$ cat config.mk
export PLATFORM = sky130hd
export DESIGN_NAME = mult_display_driver
export DESIGN_NICKNAME = d
export VERILOG_FILES = /design/src/rtl/mult_display_driver.sv
export SDC_FILE = /design/constraint.sdc
export NUM_CORES = 1
export LEC_CHECK = 0
export BUFFER_PORTS_ARGS = -buffer_cell sky130_fd_sc_hd__buf_4
export CAP_MARGIN = 30
export CORE_MARGIN = 8
export CORE_UTILIZATION = 45
export CTS_CLUSTER_DIAMETER = 100
export DETAILED_ROUTE_END_ITERATION = 10
export SYNTH_ARGS = -nofsm -noshare
export SYNTH_HDL_FRONTEND = slang
export SYNTH_SLANG_ARGS = --single-unit
$ cat constraint.sdc
create_clock -name clk -period 3.5 [get_ports clk]
set_input_delay 0.175 -clock clk [delete_from_list [all_inputs] [get_ports clk]]
set_output_delay 0.175 -clock clk [all_outputs]
set_load 0.05 [all_outputs]
$ cat src/rtl/mult_display_driver.sv
// Latches a 2-bit multiply (a, b, p) and scans it onto a 4-digit seven-segment display as A B _ P,
// flagging any product that disagrees with a*b.
module mult_display_driver #(
    parameter int unsigned REFRESH_DIV = 100000
) (
    input  logic       clk,
    input  logic       rst,
    input  logic [1:0] a,
    input  logic [1:0] b,
    input  logic [3:0] p,
    input  logic       load,
    input  logic       clr,
    output logic [6:0] seg,
    output logic       dp,
    output logic [3:0] an,
    output logic       err
);

    localparam int unsigned DIV_W = (REFRESH_DIV > 2) ? $clog2(REFRESH_DIV) : 1;
    localparam logic [DIV_W-1:0] DIV_LAST = DIV_W'(REFRESH_DIV - 1);

    localparam logic [6:0] SEG_DASH  = 7'b0111111;
    localparam logic [6:0] SEG_E     = 7'b0000110;
    localparam logic [6:0] SEG_BLANK = 7'b1111111;

    typedef enum logic {StEmpty, StShow} state_t;

    state_t           state;
    logic [1:0]       la;
    logic [1:0]       lb;
    logic [3:0]       lp;
    logic [DIV_W-1:0] div;
    logic [1:0]       idx;
    logic [3:0]       prod;
    logic [6:0]       seg_d;
    logic             dp_d;
    logic [3:0]       an_d;

    function automatic logic [6:0] glyph(input logic [3:0] d);
        logic [6:0] g;
        case (d)
            4'd0:    g = 7'b1000000;
            4'd1:    g = 7'b1111001;
            4'd2:    g = 7'b0100100;
            4'd3:    g = 7'b0110000;
            4'd4:    g = 7'b0011001;
            4'd5:    g = 7'b0010010;
            4'd6:    g = 7'b0000010;
            4'd7:    g = 7'b1111000;
            4'd8:    g = 7'b0000000;
            4'd9:    g = 7'b0010000;
            default: g = SEG_BLANK;
        endcase
        return g;
    endfunction

    assign prod = {2'b00, a} * {2'b00, b};

    // clr outranks load, so a collision latches nothing
    always_ff @(posedge clk or posedge rst) begin
        if (rst) begin
            state <= StEmpty;
            la    <= '0;
            lb    <= '0;
            lp    <= '0;
            err   <= 1'b0;
        end else if (clr) begin
            state <= StEmpty;
            err   <= 1'b0;
        end else if (load) begin
            state <= StShow;
            la    <= a;
            lb    <= b;
            lp    <= p;
            err   <= (p != prod);
        end
    end

    // Free-running scan, independent of load/clr
    always_ff @(posedge clk or posedge rst) begin
        if (rst) begin
            div <= '0;
            idx <= '0;
        end else if (div == DIV_LAST) begin
            div <= '0;
            idx <= idx + 2'd1;
        end else begin
            div <= div + 1'b1;
        end
    end

    always_comb begin
        seg_d = SEG_DASH;
        dp_d  = 1'b1;
        an_d  = ~(4'b0001 << idx);
        if (state == StShow) begin
            unique case (idx)
                2'd0: begin
                    seg_d = (lp > 4'd9 || err) ? SEG_E : glyph(lp);
                    dp_d  = ~err;
                end
                2'd1:    seg_d = SEG_BLANK;
                2'd2:    seg_d = glyph({2'b00, lb});
                default: seg_d = glyph({2'b00, la});
            endcase
        end
    end

    always_ff @(posedge clk or posedge rst) begin
        if (rst) begin
            seg <= SEG_BLANK;
            dp  <= 1'b1;
            an  <= 4'b1111;
        end else begin
            seg <= seg_d;
            dp  <= dp_d;
            an  <= an_d;
        end
    end

endmodule

==> out/metrics.cfg, run 1 <==
[routing]
post-route-drc-count=0
drtPass1Iterations=4
wl_um=4135
via_per_inst=5.328
vias=1529
wl_per_cell_um=14.41
drt_first_iter_violations=126
antenna_left=0

[global_route]
grt_overflow=0
grt_pass1_wl_um=7576
grt_pass1_vias=1596
antenna_found_initial=0
grt_use_met2=0.1832
grt_max_degree=20
met3_usage=0.04488
met1_usage=0.1790
grt.total_usage=0.1314
grt.busiest_layer=met2

[place]
placement.io_buffers=24
place_hpwl_um=3237
dpl_worst_slack_ns=1.769
place.gp.congestion=0.8496

[cts]
clock-sinks=41
clockBufferDepth=2
clk_latency_ns=0.30
h-tree-depth=2
root_buffer=clkbuf_8
cts_buffers=5
cts.clk_slew.worst_paths_ns=0.08
cts_tree=yes
postCtsSetupBuffers=0

[floorplanning]
row_count=25
core_area_mm2=0.004629
start_util=0.4592
dieHeight_um=84.73
die-area_mm2=0.007179
die_w_um=84.73
boundaryPins=25

[outcome]
outcome=finished clean

[finish]
layout-drive-gt1-share=0.2403
area_growth_syn_to_layout_pct=16.72
diodes=0
nets=257
n_fill_cell=430

[setup_path]
cp-end-kind=flip-flop
reg2regPathDepth=6
worstPathRequired_ns=3.68
path_cells=inv_1, ha_1, nor2_1, o31a_1, a211oi_1, o311ai_0
timing.rr.start=lp[1]
cp_num_buf_inv=1
startpoint=lp[1]
cp_max_fo=7
rrSetupSlack_ns=1.76
startpoint_type=flip-flop
arrival_ns=1.92
max_stage_delay_ns=0.47
critical_path.slowest_cell=dfrtp_1
r2r-end=seg[1]
critPathTopFamily=compound AO/OA/AOI/OAI gates
path_class=reg2reg

[logic_synthesis]
synth_ff_type=dfrtp_1
yosysSeqAreaShare=0.4897
syn_nets=227
syn-cell-area_mm2=0.002126
ys_ff_latch=41
synth_area_per_cell_um2=10.52
synthCells=202
synth_edf_count=0
async_flop_share=1.000
yosysWarnings=0
yosys.cell_types.count=44

[min_path]
hp-class=in2reg
min_path_cells=2
worstHoldStart=clr
min_to=state

[sta]
fin_crit_sh=0.4981
fin_worst_skew_ns=0.009220
rsz0062_at_grt=no
fmax_ghz=0.5737
setup_slack_ns=1.757
hold_viol_final=0
final_max_slew_viol_count=0
tightest_slew_ns=0.7534
setup-violations-final=0
min_period_ns=1.743
setup_tns_ns=0
relSlewSlack=0.4967

[pwr]
p_leak_nw=1.084
vdd_drop_max_mv=0.2067
power.density_cell_area_mw_per_mm2=400.6

[run]
maxCapViolCount=0

==> power by group <==
part	switching [mW]	internal, mW
Sequential	0.0290	0.504
Clock	0.155	0.138
Combinational	0.0997	0.0679
Total	0.284	0.710
==> worst max-delay path by stage <==
| stage | endpoint | slack, ns | depth (start not counted) |
|---|---|---|---|
| 3_3_place_gp | idx[1] | 1.87 | 5 |
| 4_1_cts | seg[1] | 1.77 | 6 |
| 6_report | seg[1] | 1.76 | 6 |
| 2_1_floorplan | idx[1] | 1.95 | 5 |
| 5_1_grt | seg[5] | 1.59 | 6 |
| 3_5_place_dp | seg[1] | 1.77 | 6 |
==> through the flow <==
stage	util	instance area (um2)	hold WS, ns	power [mW]	instances
after floorplan	-	2126	0.2412	0.6520	202
after global placement	0.5100	2361	0.3534	0.6989	277
after detailed placement	0.5159	2389	0.2782	0.7079	278
after CTS	0.5359	2481	0.03318	1.008	287
after global routing	0.5359	2481	0.02746	1.052	287
final	0.5359	2481	0.04284	0.9941	287
==> cell usage in the layout (no fill, tap or decap), types with 2 or more instances in the layout <==
| master | Yosys | layout |
|---|---|---|
| a21oi_1 | 5 | 5 |
| nand2_1 | 15 | 15 |
| nor2b_1 | 2 | 2 |
| nand3_1 | 8 | 8 |
| nand4_1 | 5 | 5 |
| nor3_1 | 5 | 5 |
| clkinv_2 | 0 | 2 |
| nor4_1 | 2 | 2 |
| buf_4 | 0 | 26 |
| clkbuf_8 | 0 | 5 |
| dfrtp_1 | 29 | 29 |
| ha_1 | 13 | 13 |
| xnor2_1 | 12 | 12 |
| nand2b_1 | 2 | 2 |
| o21ai_0 | 13 | 13 |
| and2_1 | 3 | 3 |
| nor3_2 | 2 | 2 |
| nor2_1 | 16 | 16 |
| inv_1 | 14 | 14 |
| mux2_2 | 5 | 5 |
| a41oi_1 | 2 | 2 |
| nand3b_1 | 2 | 2 |
| and3_1 | 2 | 2 |
| nor4_2 | 2 | 2 |
| dfstp_2 | 12 | 12 |
| xor2_1 | 9 | 9 |
==> per-layer routing <==
| metal | part of all wire | vias up | routed length (um) |
|---|---|---|---|
| met3 | 0.060 | 6 | 250 |
| met5 | 0 | - | 0 |
| met2 | 0.42 | 37 | 1722 |
| met1 | 0.51 | 731 | 2093 |
| li1 | - | 755 | - |
| met4 | 0.016 | 0 | 68 |
==> kinds of logic (layout without fill, tap and decap cells) <==
group,after synthesis,after routing,synth area share
mux,6,6,0.03119
xor+xnor,21,21,0.08652
simple gates,71,71,0.1860
flops,41,41,0.4897
fa+ha+maj,13,13,0.07652
compound gates,31,31,0.09242
buf+inv,19,50,0.03767
==> area by class of cell <==
cell class	instances	area, um2	share of cell area
multi-input cells	142	1005	0.4049
repair buffers	28	232.7	0.09380
well taps	54	67.56	0.02723
clock buffers	6	72.57	0.02925
clock inverters	2	10.01	0.004034
inverters	14	52.55	0.02118
flip-flops and latches	41	1041	0.4196
==> state kept, by name (all words and copies together) (netlist names) <==
register,flops
seg,7
la,2
dp,1
lb,2
an,4
idx,2
lp,4
div,17
err,1
state,1
==> synthesized netlist by cell type (2+ instances only) <==
cell,n,area [um2]
dfstp_2,12,315.3
nand3_1,8,40.04
and2_1,3,18.77
nor2b_1,2,12.51
mux2_2,5,56.30
o21ai_0,13,65.06
dfrtp_1,29,725.7
a21oi_1,5,25.02
nor3_2,2,20.02
nand2b_1,2,12.51
and3_1,2,12.51
nor4_1,2,12.51
nor2_1,16,60.06
xor2_1,9,78.83
clkbuf_1,2,7.510
a41oi_1,2,17.52
nand2_1,15,56.30
nor4_2,2,25.02
nand3b_1,2,15.01
inv_1,14,52.55
ha_1,13,162.7
xnor2_1,12,105.1
nand4_1,5,31.28
nor3_1,5,25.02
==> repair_timing <==
action	in CTS	in global routing
hold buffers	1	0
endpoints found under the hold margin	10	0
resized for setup	0	0
==> worst reg2reg max path: stages, from the launching register on <==
cell and delay, ns:
dfrtp_1 0.47, inv_1 0.14, ha_1 0.25, nor2_1 0.18, o31a_1 0.17, a211oi_1 0.06
o311ai_0 0.35
Note: power is estimated with default switching activity, not from simulation.
==> run 2, diff against run 1 <==
Clock period 3.5 ns to 1.8 ns, I/O delays scaled along.
==> out/metrics.cfg, run 2 (same netlist as run 1, synthesis figures left out) <==
[run]
maxCapViolCount=0  ; unchanged

[pwr]
power.density_cell_area_mw_per_mm2=884.7  ; +120%
p_leak_nw=1.122  ; +3.5%
vdd_drop_max_mv=0.5311  ; +160%
total_power_mw=2.272  ; +130%

[setup_path]
cp_max_fo=5  ; -2
path_class=reg2reg
arrival_ns=1.87  ; -0.05 ns
startpoint_type=flip-flop
reg2regPathDepth=6  ; unchanged
timing.rr.start=lp[0]
critPathTopFamily=compound AO/OA/AOI/OAI gates
startpoint=lp[0]
cp_num_buf_inv=1  ; unchanged
cp-end-kind=flip-flop
critical_path.slowest_cell=dfrtp_1
path_cells=inv_2, ha_2, nor2_1, a221oi_1, o21ai_0, a41oi_1
worstPathRequired_ns=2.00  ; -1.68 ns
worst-path-stages=6  ; unchanged
max_stage_delay_ns=0.41  ; -0.06 ns

[floorplanning]
core_area_mm2=0.004629  ; unchanged
row_count=25  ; unchanged
start_util=0.4592  ; unchanged
boundaryPins=25  ; unchanged
dieHeight_um=84.73  ; unchanged
die-area_mm2=0.007179  ; unchanged
die_w_um=84.73  ; unchanged

[finish]
top_regs=div (17), seg (7)
fin_area_mm2=0.002569  ; +3.5%
final_core_util=0.5549  ; +0.01892
layout-drive-gt1-share=0.2731  ; +0.03277
final_common_cell=buf_4
nets=262  ; +1.9%
top_register=div
area_growth_syn_to_layout_pct=20.84
final_cell_mix=buf_4, dfrtp_1, nor2_1, nand2_1, o21ai_0
n_fill_cell=415  ; -3.5%
diodes=0  ; unchanged
largest_register_ffs=17  ; unchanged

[place]
placement.io_buffers=24  ; unchanged
place_hpwl_um=3222  ; -0.48%
place.gp.congestion=0.8065  ; -5.1%
place_area_mm2=0.002391  ; +0.10%
dpl_worst_slack_ns=0.02270  ; -1.747 ns

[cts]
h-tree-depth=2  ; unchanged
clk_latency_ns=0.30  ; about the same
root_buffer=clkbuf_8
postCtsSetupBuffers=0  ; unchanged
clock-sinks=41  ; unchanged
cts.clk_slew.worst_paths_ns=0.08  ; about the same
clockBufferDepth=2  ; unchanged
cts_tree=yes
cts_buffers=5  ; unchanged

[sta]
final_max_slew_viol_count=0  ; unchanged
fin_worst_skew_ns=0.01364  ; +0.004415 ns
min_period_ns=1.673  ; -0.06972 ns
relSlewSlack=0.6591  ; +0.1624
setup_tns_ns=0  ; unchanged
rsz0062_at_grt=no
tightest_slew_ns=0.5113  ; -0.2421 ns
fmax_ghz=0.5976  ; +4.2%
hold_viol_final=0  ; unchanged
fin_crit_sh=0.9297  ; +0.4317
setup-violations-final=0  ; unchanged
setup_slack_ns=0.1265  ; -1.630 ns

[min_path]
min_path_cells=3  ; +1
hp-class=in2reg
worstHoldStart=p[2]

[global_route]
antenna_found_initial=0  ; unchanged
grt_overflow=0  ; unchanged
grt.total_usage=0.1284  ; -0.003049
grt_pass1_wl_um=7431  ; -1.9%
grt_max_degree=42  ; +110%
grt_pass1_vias=1569  ; -1.7%

[routing]
via_per_inst=5.373  ; +0.86%
drt_first_iter_violations=121  ; -4.0%
antenna_left=0  ; unchanged
post-route-drc-count=0  ; unchanged
wl_um=4345  ; +5.1%
vias=1569  ; +2.6%
drtPass1Iterations=4  ; unchanged
wl_per_cell_um=14.88  ; +3.3%

[outcome]
outcome=finished clean

run 2: cell count changes in the layout (fill, tap and decap cells not counted), sizes merged:
cell and change:
buf +3, clkbuf -1, dlygate4sd3 +2, inv +1, bufinv +2, clkinv -2
run 2: area by class of cell:
class	instances	area [um2]	area share
Sequential cell	41	1041	0.4053
Multi-Input combinational cell	142	1015	0.3950
Timing Repair Buffer	33	255.2	0.09937
Clock buffer	5	68.82	0.02679
Clock inverter	3	68.82	0.02679
Tap cell	54	67.56	0.02630
Inverter	14	52.55	0.02046
run 2: worst paths after layout:
kind | to | slack (ns)
max | seg[5] | 0.13
min | lp[2] | 0.02
max reg2reg | seg[5] | 0.13
min reg2reg | div[0] | 0.51
max in group asynchronous | seg[5] | 0.95
min in group asynchronous | lp[0] | 0.47
run 2: routing by layer:
layer  wire length, um  GRT usage  up-vias
met1              2168     0.1756      745
met2              1851     0.1825       47
li1                  -          -      771
met5                 0          0        -
met4                65    0.04693        0
met3               258    0.04195        6
run 2: power by group:
group / internal, mW / switching, mW / total (mW)
clock network: 0.558 / 0.332 / 0.890
logic: 0.144 / 0.214 / 0.358
registers: 0.979 / 0.0450 / 1.02
total: 1.68 / 0.591 / 2.27
run 2: metrics by stage:
stage,hold slack (ns),std cells
after floorplan,0.1562,202
after global placement,0.2432,281
after detailed placement,0.2617,281
after CTS,0.009621,292
after global routing,0.03773,292
final,0.01534,292
run 2: tightest hold or removal path, stage by stage:
cell and delay (ns):
buf_4 0.09, nand2_1 0.04, o21ai_0 0.06
run 2: what timing repair did:
| item | in CTS | in global routing |
|---|---|---|
| setup endpoints to repair | 0 | 3 |
| hold buffers | 3 | 0 |
| gates resized for setup | 0 | 5 |
| endpoints found under the hold margin | 31 | 0 |
==> run 3, diff against run 2 <==
Settings changed: CORE_ASPECT_RATIO set to 0.9.
==> out/metrics.cfg, run 3 (same netlist as run 1, synthesis figures left out) <==
[min_path]
hp-class=in2reg
min_path_cells=3  ; unchanged
worstHoldStart=p[0]
min_to=lp[0]

[sta]
final_max_slew_viol_count=0  ; unchanged
fmax_ghz=0.5943  ; -0.54%
setup-violations-final=0  ; unchanged
setup_tns_ns=0  ; unchanged
hold_viol_final=0  ; unchanged
tightest_slew_ns=0.4968  ; -0.01455 ns
rsz0062_at_grt=no
fin_crit_sh=0.9348  ; +0.005042
min_period_ns=1.683  ; +0.009075 ns
relSlewSlack=0.6688  ; +0.009697
fin_worst_skew_ns=0.007384  ; -0.006251 ns

[routing]
wl_per_cell_um=14.33  ; -3.7%
post-route-drc-count=0  ; unchanged
via_per_inst=5.287  ; -1.6%
antenna_left=0  ; unchanged
vias=1586  ; +1.1%
drt_first_iter_violations=88  ; -27%
wl_um=4300  ; -1.0%
drtPass1Iterations=5  ; +1

[setup_path]
startpoint_type=primary input
cp-end-kind=flip-flop
r2r-end=idx[1]
arrival_ns=1.86  ; about the same
path_class=in2reg
reg2regPathDepth=5  ; -1
cp_max_fo=3  ; -2
rrSetupSlack_ns=0.14  ; about the same
timing.rr.start=div[0]
worstPathRequired_ns=1.98  ; -0.02 ns

[cts]
cts.clk_slew.worst_paths_ns=0.08  ; about the same
clock-sinks=41  ; unchanged
postCtsSetupBuffers=0  ; unchanged
cts_buffers=5  ; unchanged
cts_tree=yes
clk_latency_ns=0.30  ; about the same
clockBufferDepth=2  ; unchanged
h-tree-depth=2  ; unchanged
root_buffer=clkbuf_8

[finish]
final_common_cell=buf_4
layout-drive-gt1-share=0.2521  ; -0.02101
fin_area_mm2=0.002546  ; -0.88%
nets=262  ; unchanged
area_growth_syn_to_layout_pct=19.78
final_cell_mix=buf_4, dfrtp_1, nor2_1, nand2_1, inv_1
top_regs=div (17), seg (7)
largest_register_ffs=17  ; unchanged
diodes=0  ; unchanged
top_register=div

[floorplanning]
die_w_um=88.45  ; +4.4%
start_util=0.4735  ; +0.01433
core_area_mm2=0.004489  ; -3.0%
die-area_mm2=0.007183  ; about the same
boundaryPins=25  ; unchanged
row_count=23  ; -8.0%
dieHeight_um=81.21  ; -4.2%

[global_route]
antenna_found_initial=0  ; unchanged
met3_usage=0.04637  ; +0.004420
met1_usage=0.1657  ; -0.009914
grt_overflow=0  ; unchanged
grt_max_degree=42  ; unchanged
grt.busiest_layer=met2
grt_use_met2=0.2006  ; +0.01806
grt_pass1_vias=1607  ; +2.4%
grt_pass1_wl_um=7314  ; -1.6%
grt.total_usage=0.1313  ; +0.002889

[place]
place_area_mm2=0.002401  ; +0.42%
place_hpwl_um=3295  ; +2.3%
placement.io_buffers=24  ; unchanged
place.gp.congestion=0.8897  ; +10%

[pwr]
p_leak_nw=1.109  ; -1.2%
power.density_cell_area_mw_per_mm2=824.9  ; -6.8%
vdd_drop_max_mv=0.4954  ; -6.7%

[outcome]
outcome=finished clean

[run]
maxCapViolCount=0  ; unchanged

==> run 3: cell types whose count changed in the layout (fill, tap and decap cells not counted) <==
cell,previous run,this run
a211oi_2,1,0
a211oi_1,0,1
clkinvlp_4,0,1
inv_6,1,0
ha_2,2,0
clkinv_4,0,1
bufinv_16,2,1
ha_1,11,13
inv_2,2,0
inv_1,12,14
==> run 3: how the worst max path moves through the flow <==
stage	slack, ns	startpoint	end	cells past startpoint
floorplan	0.25	div[0]	idx[1]	5
global placement	0.22	div[0]	idx[1]	5
detailed placement	0.16	div[0]	idx[1]	5
CTS	0.14	lp[0]	seg[5]	6
global route	0.004	a[0]	err	8
finish	0.12	a[0]	err	8
==> run 3: cell type report <==
class	count	area, um2
timing repair buffer	33	255.2
inverter	14	52.55
clock inverter	3	46.29
multi-input combinational	142	1005
fill	421	1943
sequential	41	1041
tap	62	77.57
clock buffer	5	68.82
==> run 3: through the flow <==
| stage | hold WS, ns | utilization | total power, mW | std cells | setup slack, ns |
|---|---|---|---|---|---|
| 2_1_floorplan | 0.1562 | - | 1.268 | 202 | 0.2524 |
| 3_3_place_gp | 0.2382 | 0.5348 | 1.365 | 289 | 0.2184 |
| 3_5_place_dp | 0.2633 | 0.5348 | 1.378 | 289 | 0.1557 |
| 4_1_cts | 0.009767 | 0.5672 | 2.130 | 300 | 0.1433 |
| 5_1_grt | 0.006556 | 0.5672 | 2.203 | 300 | 0.003858 |
| 6_report | 0.01444 | 0.5672 | 2.100 | 300 | 0.1174 |
==> run 3: repair_timing <==
item | 4_1_cts | 5_1_grt
gates resized for setup | 0 | 0
endpoints found under the hold margin | 31 | 0
hold buffers | 3 | 0
==> run 3: metal layers <==
layer | part of all wire | up-vias
met5 | 0 | -
li1 | - | 768
met3 | 0.068 | 8
met4 | 0.015 | 0
met2 | 0.43 | 47
met1 | 0.48 | 763
==> run 3: report_power, final <==
| part | switching [mW] | internal, mW | total, mW |
|---|---|---|---|
| logic | 0.199 | 0.135 | 0.334 |
| registers | 0.0516 | 0.980 | 1.03 |
| clock network | 0.320 | 0.415 | 0.735 |
| total | 0.571 | 1.53 | 2.10 |
==> run 3: worst max-delay path, cell delays in order <==
cell and delay [ns]:
buf_4 0.12, and2_1 0.15, ha_1 0.19, ha_1 0.28
xor2_1 0.16, nor3_1 0.18, a311oi_1 0.12, dlygate4sd3_1 0.58
